$ cat src/rtl/pulse_sequencer_if.sv
// Config handshake bundle for pulse_sequencer.
// Ports: cfg_valid/cfg_ready handshake, timing fields (width, delay, period) and nrep.
interface pulse_sequencer_if #(
  parameter int CNT_W = 32
);
  logic             cfg_valid;
  logic             cfg_ready;
  logic [CNT_W-1:0] cfg_width;
  logic [CNT_W-1:0] cfg_delay;
  logic [CNT_W-1:0] cfg_period;
  logic [15:0]      cfg_nrep;

  modport master (
    output cfg_valid, cfg_width, cfg_delay,
    output cfg_period, cfg_nrep,
    input  cfg_ready
  );

  modport slave (
    input  cfg_valid, cfg_width, cfg_delay,
    input  cfg_period, cfg_nrep,
    output cfg_ready
  );
endinterface

$ cat src/rtl/pulse_sequencer.sv
// Two-pulse (Hahn echo) sequencer with shadowed run-time config.
// Ports: clk, rst_n (sync low), lock, cfg (slave), start, stop ->
//   pulse, recv_gate, sync, busy, done, err_cfg (all registered).
module pulse_sequencer #(
  parameter int CNT_W      = 32,
  parameter int DEF_WIDTH  = 30,
  parameter int DEF_DELAY  = 200,
  parameter int DEF_PERIOD = 200000,
  parameter int RX_BLANK   = 10
) (
  input  logic clk,
  input  logic rst_n,
  input  logic lock,
  pulse_sequencer_if.slave cfg,
  input  logic start,
  input  logic stop,
  output logic pulse,
  output logic recv_gate,
  output logic sync,
  output logic busy,
  output logic done,
  output logic err_cfg
);
  localparam int DW      = CNT_W + 2;
  localparam int DEF_P2S = DEF_WIDTH + DEF_DELAY;
  localparam int DEF_P2E = DEF_P2S + 2 * DEF_WIDTH;
  localparam int DEF_RX  = DEF_P2E + RX_BLANK;

  typedef enum logic [1:0] {
    S_IDLE,
    S_RUN,
    S_STOP
  } state_t;

  state_t r_state, w_next;

  logic [CNT_W-1:0] r_c, r_w, r_period;
  logic [DW-1:0]    r_p2s, r_p2e, r_rxon;
  logic [15:0]      r_nrep, r_rep;

  logic             r_pend;
  logic [CNT_W-1:0] r_pw, r_pperiod;
  logic [DW-1:0]    r_pp2s, r_pp2e, r_prxon;
  logic [15:0]      r_pnrep;

  logic r_pulse, r_recv, r_sync, r_busy;
  logic r_fin, r_done, r_err;

  logic          w_acc, w_ok, w_wrap, w_last;
  logic          w_go, w_fin;
  logic [DW-1:0] w_p2s, w_p2e, w_rxon, w_c;

  assign w_acc  = cfg.cfg_valid & ~r_pend;
  assign w_p2s  = {2'b0, cfg.cfg_width}
                + {2'b0, cfg.cfg_delay};
  assign w_p2e  = w_p2s
                + {1'b0, cfg.cfg_width, 1'b0};
  assign w_rxon = w_p2e + DW'(RX_BLANK);
  assign w_ok   = (cfg.cfg_width != '0)
                && ({2'b0, cfg.cfg_period} > w_rxon);

  assign w_c    = {2'b0, r_c};
  assign w_wrap = (r_c == r_period - CNT_W'(1));
  assign w_last = (r_nrep != 16'd0)
                && (r_rep == r_nrep - 16'd1);
  // Gating with lock blanks the outputs on the
  // very edge the lock loss is sampled.
  assign w_go   = (r_state != S_IDLE) && lock;

  always_comb begin
    w_next = r_state;
    w_fin  = 1'b0;
    unique case (r_state)
      S_IDLE: begin
        if (start && lock && !stop)
          w_next = S_RUN;
      end
      S_RUN: begin
        if (!lock) begin
          w_next = S_IDLE;
        end else if (w_wrap && w_last) begin
          w_next = S_IDLE;
          w_fin  = 1'b1;
        end else if (stop) begin
          w_next = S_STOP;
        end
      end
      S_STOP: begin
        if (!lock || w_wrap)
          w_next = S_IDLE;
      end
      default: w_next = S_IDLE;
    endcase
  end

  always_ff @(posedge clk) begin
    if (!rst_n) begin
      r_state  <= S_IDLE;
      r_c      <= '0;
      r_rep    <= '0;
      r_w      <= CNT_W'(DEF_WIDTH);
      r_period <= CNT_W'(DEF_PERIOD);
      r_p2s    <= DW'(DEF_P2S);
      r_p2e    <= DW'(DEF_P2E);
      r_rxon   <= DW'(DEF_RX);
      r_nrep   <= '0;
      r_pend   <= 1'b0;
      r_pw     <= '0;
      r_pperiod <= '0;
      r_pp2s   <= '0;
      r_pp2e   <= '0;
      r_prxon  <= '0;
      r_pnrep  <= '0;
      r_pulse  <= 1'b0;
      r_recv   <= 1'b0;
      r_sync   <= 1'b0;
      r_busy   <= 1'b0;
      r_fin    <= 1'b0;
      r_done   <= 1'b0;
      r_err    <= 1'b0;
    end else begin
      r_state <= w_next;
      r_err   <= w_acc & ~w_ok;

      if (r_state == S_IDLE || w_next == S_IDLE) begin
        r_c   <= '0;
        r_rep <= '0;
      end else if (w_wrap) begin
        r_c   <= '0;
        r_rep <= r_rep + 16'd1;
      end else begin
        r_c <= r_c + CNT_W'(1);
      end

      r_pulse <= w_go & ((w_c < {2'b0, r_w})
               | ((w_c >= r_p2s) & (w_c < r_p2e)));
      r_recv  <= w_go & (w_c >= r_rxon)
               & (r_c < r_period);
      r_sync  <= w_go & (r_c == '0);
      r_busy  <= w_go;
      // done lines up with the cycle busy falls
      r_fin   <= w_fin;
      r_done  <= r_fin;

      if (w_acc && w_ok) begin
        if (r_state == S_IDLE) begin
          r_w      <= cfg.cfg_width;
          r_period <= cfg.cfg_period;
          r_p2s    <= w_p2s;
          r_p2e    <= w_p2e;
          r_rxon   <= w_rxon;
          r_nrep   <= cfg.cfg_nrep;
        end else begin
          r_pend    <= 1'b1;
          r_pw      <= cfg.cfg_width;
          r_pperiod <= cfg.cfg_period;
          r_pp2s    <= w_p2s;
          r_pp2e    <= w_p2e;
          r_prxon   <= w_rxon;
          r_pnrep   <= cfg.cfg_nrep;
        end
      end

      // w_acc needs !r_pend, so this never
      // collides with the load above.
      if (r_state != S_IDLE && w_wrap && r_pend) begin
        r_pend   <= 1'b0;
        r_w      <= r_pw;
        r_period <= r_pperiod;
        r_p2s    <= r_pp2s;
        r_p2e    <= r_pp2e;
        r_rxon   <= r_prxon;
        r_nrep   <= r_pnrep;
      end
    end
  end

  assign cfg.cfg_ready = ~r_pend;
  assign pulse         = r_pulse;
  assign recv_gate     = r_recv;
  assign sync          = r_sync;
  assign busy          = r_busy;
  assign done          = r_done;
  assign err_cfg       = r_err;
endmodule
$ cat src/flat_wrapper.sv
// flat-port wrapper written by rule: the top's interface ports become plain ports
module pulse_sequencer_flat 
#(
  parameter int CNT_W      = 32,
  parameter int DEF_WIDTH  = 30,
  parameter int DEF_DELAY  = 200,
  parameter int DEF_PERIOD = 200000,
  parameter int RX_BLANK   = 10
)
  (clk, rst_n, lock, start, stop, pulse, recv_gate, sync, busy, done, err_cfg, cfg_cfg_valid, cfg_cfg_width, cfg_cfg_delay, cfg_cfg_period, cfg_cfg_nrep, cfg_cfg_ready);
  pulse_sequencer_if #(.CNT_W(CNT_W)) cfg_i ();
  input  logic clk;
  input  logic rst_n;
  input  logic lock;
  input  logic start;
  input  logic stop;
  output logic pulse;
  output logic recv_gate;
  output logic sync;
  output logic busy;
  output logic done;
  output logic err_cfg;
  input wire logic [$bits(cfg_i.cfg_valid)-1:0] cfg_cfg_valid;
  input wire logic [$bits(cfg_i.cfg_width)-1:0] cfg_cfg_width;
  input wire logic [$bits(cfg_i.cfg_delay)-1:0] cfg_cfg_delay;
  input wire logic [$bits(cfg_i.cfg_period)-1:0] cfg_cfg_period;
  input wire logic [$bits(cfg_i.cfg_nrep)-1:0] cfg_cfg_nrep;
  output wire logic [$bits(cfg_i.cfg_ready)-1:0] cfg_cfg_ready;
  assign cfg_i.cfg_valid = cfg_cfg_valid;
  assign cfg_i.cfg_width = cfg_cfg_width;
  assign cfg_i.cfg_delay = cfg_cfg_delay;
  assign cfg_i.cfg_period = cfg_cfg_period;
  assign cfg_i.cfg_nrep = cfg_cfg_nrep;
  assign cfg_cfg_ready = cfg_i.cfg_ready;
  pulse_sequencer #(.CNT_W(CNT_W), .DEF_WIDTH(DEF_WIDTH), .DEF_DELAY(DEF_DELAY), .DEF_PERIOD(DEF_PERIOD), .RX_BLANK(RX_BLANK)) u_core (.clk(clk), .rst_n(rst_n), .lock(lock), .cfg(cfg_i), .start(start), .stop(stop), .pulse(pulse), .recv_gate(recv_gate), .sync(sync), .busy(busy), .done(done), .err_cfg(err_cfg));
endmodule
$ cat config.mk
export PLATFORM = sky130hd
export DESIGN_NAME = pulse_sequencer_flat
export DESIGN_NICKNAME = d
export VERILOG_FILES = /design/src/rtl/pulse_sequencer_if.sv /design/src/rtl/pulse_sequencer.sv /design/src/flat_wrapper.sv
export SDC_FILE = /design/constraint.sdc
export NUM_CORES = 1
export LEC_CHECK = 0
export CORE_MARGIN = 4
export CORE_UTILIZATION = 55
export DETAILED_ROUTE_END_ITERATION = 16
export PLACE_DENSITY = 0.73
export SLEW_MARGIN = 20
export SYNTH_ARGS = -nofsm -noshare
export SYNTH_HDL_FRONTEND = slang
export SYNTH_SLANG_ARGS = --single-unit
$ cat constraint.sdc
create_clock -name clk -period 14 [get_ports clk]
set_input_delay 3.5 -clock clk [delete_from_list [all_inputs] [get_ports clk]]
set_output_delay 3.5 -clock clk [all_outputs]
set_load 0.05 [all_outputs]
# --- Word level (Yosys, flattened, before mapping) ---
# Index checks and enable logic that the tools add are counted.
classes:
  reduce_logical: 27
  n_eq_ne: 4
  n_addsub: 7
  n_mux: 25
  n_lt_le_gt_ge: 6
  n_bitwise: 12
ops:
  columns: ["op", "n"]
  rows:
  - ["$mux W34", 9]
  - ["$mux W32", 6]
  - ["$ge A32 B34 Y1", 2]
  - ["$lt A32 B32 Y1", 2]
  - ["$mux W16", 3]
  - ["$add A34 B33 Y34", 1]
  - ["$add A34 B4 Y34 const B", 1]
  - ["$gt A32 B34 Y1", 1]
  - ["$lt A32 B34 Y1", 1]
  - ["$add A32 B32 Y33", 1]
  - ["$add A32 B1 Y32 const B", 1]
  - ["$eq A32 B32 Y1", 1]
  - ["$logic_not A32 Y1", 1]
  - ["$reduce_bool A32 Y1", 1]
  - ["$sub A32 B1 Y32 const B", 1]
  - ["$add A16 B1 Y16 const B", 1]
  - ["$eq A16 B16 Y1", 1]
  - ["$reduce_bool A16 Y1", 1]
  - ["$sub A16 B1 Y16 const B", 1]
  - ["$mux W2", 5]
  - ["$logic_and A1 B1 Y1", 9]
  - ["$and A1 B1 Y1", 7]
  - ["$pmux W2 S3", 1]
  - ["$reduce_bool A2 Y1", 3]
  - ["other kinds (12)", 20]
totals:
  elab_cells: 104
  output_inout_bits: 7
  inputBits: 118
  reg_bits: 422

# --- Longest topological paths before layout ---
depth:
  depth_word: 10
  depth_mapped: 37
  ltp_nobuf: 34

# --- Worst setup path after synthesis ---
# OpenSTA, ideal clock, no wires.
synth_timing:
  path_type: "in2reg"
  startpoint: "in cfg_cfg_delay[0]"
  endpoint: "reg u_core.r_p2s[1]"
  n_path_buf: 3
  arrival_ps: 10411
  path_slack_ps: 3456
  t_required_ps: 13868
  setup_time_ps: 132
  cell_stages: 35
  cell_sequence: "ha_1 > fa_1 > a211o_1 > a21boi_0 > o31ai_1 > and3_1 > a211oi_1 > o21bai_1 > a21oi_1 > xnor2_1 > ha_1 > clkbuf_1 > nand2_1 > o21ai_0 > o21a_1 > a21boi_1 > xor2_1 > nand4b_1 > or2_2 > nor2_1 > xor2_1 > inv_1 > ha_1 > nand4_1 > nor2_1 > o21ai_0 > a41o_1 > o211ai_1 > nand3b_1 > a2111oi_4 > o2111ai_4 > buf_6 > buf_4 > mux2i_1 > a21oi_1"
synth_between:
  elab_chain_cells: 8
  elab_cells_between_ends: 11
  classes_between: "add/sub: 3; order compare: 1; mux: 3; reduce/logical: 4"
synth_lines:
  columns: ["element", "line_no", "source"]
  rows:
  - ["from (decl)", "flat_wrapper.sv:25", "input wire logic [$bits(cfg_i.cfg_delay)-1:0] cfg_cfg_delay;"]
  - ["$add A32 B32 Y33", "pulse_sequencer.sv:55", "+ {2'b0, cfg.cfg_delay};"]
  - ["net u_core.w_p2s[18]", "pulse_sequencer.sv:51", "logic [DW-1:0] w_p2s, w_p2e, w_rxon, w_c;"]
  - ["$add A34 B33 Y34", "pulse_sequencer.sv:57", "+ {1'b0, cfg.cfg_width, 1'b0};"]
  - ["$add A34 B4 Y34", "pulse_sequencer.sv:58", "assign w_rxon = w_p2e + DW'(RX_BLANK);"]
  - ["$gt A32 B34 Y1", "pulse_sequencer.sv:60", "&& ({2'b0, cfg.cfg_period} > w_rxon);"]
  - ["$logic_and A1 B1 Y1", "pulse_sequencer.sv:60", null]
  - ["$logic_and A1 B1 Y1", "pulse_sequencer.sv:145", "if (w_acc && w_ok) begin"]
  - ["$reduce_bool A2 Y1 (no line)", null, null]
  - ["$reduce_and A2 Y1 (no line)", null, null]
  - ["to (signal assigned)", "pulse_sequencer.sv:103", "r_p2s <= DW'(DEF_P2S);"]
  - ["to (signal assigned)", "pulse_sequencer.sv:149", "r_p2s <= w_p2s;"]
  - ["to (signal assigned)", "pulse_sequencer.sv:170", "r_p2s <= r_pp2s;"]
  - ["to (decl)", "pulse_sequencer.sv:38", "logic [DW-1:0] r_p2s, r_p2e, r_rxon;"]
# The timed path passes the listed nets, and every way through them passes these cells. The select of a mux whose other input is x is not followed.
# A chain may end at the register's enable or synchronous reset.

# --- Final worst setup path ---
layout_timing:
  startpoint: "in cfg_cfg_width[0]"
  endpoint: "reg u_core.r_pw[16]"
layout_between:
  elab_chain_cells: 7
  elab_cells_between_ends: 8
  classes_between: "add/sub: 3; order compare: 1; reduce/logical: 4"
layout_lines:
  columns: ["element", "line_no", "source"]
  rows:
  - ["from (decl)", "flat_wrapper.sv:24", "input wire logic [$bits(cfg_i.cfg_width)-1:0] cfg_cfg_width;"]
  - ["$add A32 B32 Y33", "pulse_sequencer.sv:55", null]
  - ["net u_core.w_p2s[18]", "pulse_sequencer.sv:51", null]
  - ["$add A34 B33 Y34", "pulse_sequencer.sv:57", null]
  - ["$add A34 B4 Y34", "pulse_sequencer.sv:58", null]
  - ["$gt A32 B34 Y1", "pulse_sequencer.sv:60", null]
  - ["$logic_and A1 B1 Y1", "pulse_sequencer.sv:60", null]
  - ["$logic_and A1 B1 Y1", "pulse_sequencer.sv:145", null]
  - ["$reduce_and A2 Y1 (no line)", null, null]
  - ["to (signal assigned)", "pulse_sequencer.sv:155", "r_pw <= cfg.cfg_width;"]
  - ["to (decl)", "pulse_sequencer.sv:42", "logic [CNT_W-1:0] r_pw, r_pperiod;"]
# The timed path passes the listed nets, and every way through them passes these cells.

==> run summary <==
STATUS
----------------------------------------------------------------------------------
Status                                                                   completed

YOSYS
----------------------------------------------------------------------------------
Yosys top cell area share                                                   31.16%
Number of flip-flops and latches in the synthesized netlist                    416
Most repeated cell in the gate-level netlist after synthesis               nand2_1
Commonest cells in the synthesized netlist                            nand2_1 (524), dfxtp_1 (416), a21oi_1 (277)
Post-synthesis sequential area ratio                                        31.16%
Count of yosys warnings during synthesis                                         0
Share of async-settable or async-resettable flops after synthesis               0%
Netlist area before placement                                            26720 um2
Cell count after synthesis                                                    3324
Most common flop cell mapped by yosys                                      dfxtp_1
Top cells by area in the synthesized netlist                          dfxtp_1 (31%), ha_1 (12%), nand2_1 (7.4%), mux2i_1 (6.2%), a21oi_1 (5.2%)
Average cell area after synthesis                                        8.039 um2
Largest area contributor in the synthesized netlist                        dfxtp_1
Count of unique library cells instantiated by Yosys                             89
Post-Syn Nets                                                                 3704
Number of flops mapped to enable cells by yosys                                  0

DETAILED ROUTING
----------------------------------------------------------------------------------
Number of nets with antenna violations after detailed routing                    0
Final Routed Wirelength                                                   81540 um
Via count                                                                    24641
TritonRoute pass-1 iters                                                         5
Remaining design rule violation count                                            0
Iteration-0 DRC count of the detailed router                                  2207
Via-to-Cell Ratio                                                            6.101
Routed WL per cell                                                        20.19 um

WORST SETUP PATH
----------------------------------------------------------------------------------
Type of the setup path with the least slack                           primary input to register
Type of destination of the critical path                                  register
Arrival @ worst endpoint                                                  13.45 ns
Slowest cell on crit path                                                   o21a_4
Worst endpoint required time                                              14.51 ns
Maximum fanout encountered on the critical timing path                          41
Crit-path most repeated cell                                                  ha_1
End of the worst register-to-register path                            u_core.r_w[15]$_SDFFE_PN0P_
Kind of launch point of the worst setup path                          primary input
Worst reg-to-reg path cell count                                                12
R2r setup slk                                                              8.13 ns
Delay contributed by the slowest stage of the critical path                0.59 ns
Reg2Reg Launch Point                                                  u_core.r_period[2]$_SDFFE_PN0P_

FLOORPLAN
----------------------------------------------------------------------------------
Number of ports placed on the die boundary                                     125
Y dimension of the die                                                    228.4 um
Chip Width                                                                228.4 um
Floorplan die area                                                       52180 um2
# rows                                                                          80
Core area                                                                47850 um2
Initial Utilization                                                         55.85%

GRT
----------------------------------------------------------------------------------
Number of antenna violations at the first check in global routing                0
Overall global routing resource usage                                       30.16%
Pin count of the biggest net entering global routing                            97
Via count of the first global-routing pass                                   23773
Wire length of the first global-routing pass                             128800 um
Overflow left after global routing                                               0

STA
----------------------------------------------------------------------------------
Setup repair after global routing missed its margin                             no
Final Skew                                                              0.01684 ns
Count of final max-slew check failures                                           0
Final setup violation count                                                      0
Max frequency                                                            77.28 MHz
Tmin final                                                                12.94 ns
Fraction of the cycle the final worst path needs                            92.42%
Slew HR                                                                     26.85%
Total Neg Setup Slack                                                         0 ns
Worst Max-Slew Pin Slew                                                   1.097 ns
Final hold violation count                                                       0

PWR
----------------------------------------------------------------------------------
PD cells                                                              129.8 nW/um2
Leakage power                                                           0.01266 uW
Clock power share                                                            32.4%
Reported net switching power                                               1376 uW
Internal power                                                             2519 uW
Flop pwr share                                                               33.3%
Switching part of the total                                                 35.33%
Peak ir drop on the vdd network                                         0.08981 mV
Portion of total power attributed to combinational logic                     34.3%

CLOCKING
----------------------------------------------------------------------------------
Maximum number of buffers from clock root to sink                                3
Buffer count from post-CTS setup fixing                                          0
Clock insertion delay at the later pin of the skew report                  0.60 ns
CTS resizes                                                                      0
CTS tree                                                                      done
Clock-pin slew on the worst setup and hold paths                           0.06 ns
Hold-fix buffer count after cts                                                  0
Clock tree sinks                                                               416
Number of H-tree levels                                                          2
Number of buffers created by CTS                                                46
Root buffer cell                                                         clkbuf_16

PLACE
----------------------------------------------------------------------------------
Placed instance count                                                         3959
HPWL after detailed placement                                             59210 um
Count of input and output buffers                                              124
RD Place Congestion                                                         0.9440

FINISH
----------------------------------------------------------------------------------
Area Growth Syn to Fin                                                      12.30%
Final design utilization                                                    62.72%
Non-filler instance count after layout                                        4039
Diode insertion count for antenna repair                                         0
Post-layout nets                                                              3772
Share of final-layout standard cells stronger than drive strength 1         4.965%

FLOW RUN
----------------------------------------------------------------------------------
# Max-Cap Violations                                                             0

WORST HOLD PATH
----------------------------------------------------------------------------------
Worst hold path depth                                                            2
Sink of the worst hold path                                           u_core.r_p2e[26]$_SDFFE_PN0P_
Hold crit path type                                                   register to register
Hold path startpoint                                                  u_core.r_pp2e[26]$_SDFFE_PN0P_

==> kinds of logic after synthesis <==
family	after synthesis	synth area share, %
compound gates	775	17.92
simple gates	1153	20.39
fa+ha+maj	262	12.32
buf+inv	366	5.899
mux	165	6.180
flops	416	31.16
xor+xnor	187	6.129
==> registers in the layout (all words and copies together) (netlist names), 16 cells and up <==
signal / flops
u_core.r_w: 32
u_core.r_pnrep: 16
u_core.r_pp2s: 32
u_core.r_p2s: 32
u_core.r_rep: 16
u_core.r_rxon: 34
u_core.r_pperiod: 32
u_core.r_nrep: 16
u_core.r_p2e: 33
u_core.r_prxon: 34
u_core.r_pw: 32
u_core.r_period: 32
u_core.r_c: 32
u_core.r_pp2e: 33
==> power by group through the flow <==
stage	registers (uW)	logic [uW]	clock network, uW
after global placement	1320	1280	0
final	1300	1340	1260
after floorplan	1300	960	0
after detailed placement	1320	1310	0
after CTS	1300	1320	1280
after global routing	1300	1460	1320
==> metal layers <==
layer	GRT usage (%)	vias to the layer above	part of all wire (%)
li1	-	11822	-
met1	40.60	11677	44
met2	49.46	935	46
met3	3.739	207	6.5
met4	11.96	0	3.8
met5	0	-	0
==> cells in the final DEF, fill, tap and decap left out, types with 7 or more instances in the layout <==
master,count
a211oi_1,52
a21o_1,61
a21oi_1,277
a22o_1,11
a31oi_1,20
and2_1,14
and3_1,29
and4_1,7
buf_4,43
clkbuf_16,49
clkbuf_8,15
clkdlybuf4s50_1,124
dfxtp_1,416
ha_1,260
inv_1,212
mux2i_1,165
nand2_1,523
nand2b_1,25
nand3_1,62
nand3b_1,7
nand4_1,81
nor2_1,198
nor2b_1,38
nor3_1,60
nor4_1,38
o211ai_1,21
o21a_1,22
o21ai_0,98
o21ai_1,112
o21bai_1,13
or2_2,11
or3_1,14
or4_1,8
xnor2_1,113
xor2_1,74
==> area by class of cell <==
class / count / area (um2)
Fill cell: 4115 / 17840
Multi-Input combinational cell: 2542 / 16860
Sequential cell: 416 / 8328
Timing Repair Buffer: 173 / 1684
Clock buffer: 70 / 1455
Inverter: 213 / 804.5
Tap cell: 615 / 769.5
Clock inverter: 10 / 108.9
==> through the flow <==
step                total power [uW]  hold WS (ns)  setup slack [ns]  cell area [um2]
floorplan                       2265        0.4119             3.456            26720
global placement                2597        0.4273            0.8186            28440
detailed placement              2629        0.4353            0.6799            28440
CTS                             3890        0.4450             1.242            30010
global route                    4086        0.4571            0.4305            30010
finish                          3895        0.4431             1.061            30010
==> critical path, delay by kind of cell <==
family / cells / cell delay, ns
AOI/OAI and AO/OA: 15 / 4.42
and+or+nand+nor: 9 / 1.91
adders and majority gates: 4 / 1.50
buffers and inverters: 3 / 1.11
xor gates and xnor gates: 3 / 0.95
==> worst max path at each step <==
stage | from | end | slack, ns | depth (start not counted)
after floorplan | cfg_cfg_delay[0] | u_core.r_p2s[1]$_SDFFE_PN1P_ | 3.46 | 35
after global placement | cfg_cfg_width[0] | u_core.r_pp2e[31]$_SDFFE_PN0P_ | 0.82 | 34
after detailed placement | cfg_cfg_width[0] | u_core.r_pw[16]$_SDFFE_PN0P_ | 0.68 | 34
after CTS | cfg_cfg_width[0] | u_core.r_pw[31]$_SDFFE_PN0P_ | 1.24 | 34
after global routing | cfg_cfg_width[0] | u_core.r_pp2s[24]$_SDFFE_PN0P_ | 0.43 | 34
final | cfg_cfg_width[0] | u_core.r_pw[16]$_SDFFE_PN0P_ | 1.06 | 34
Note: power is estimated with default switching activity, not from simulation.
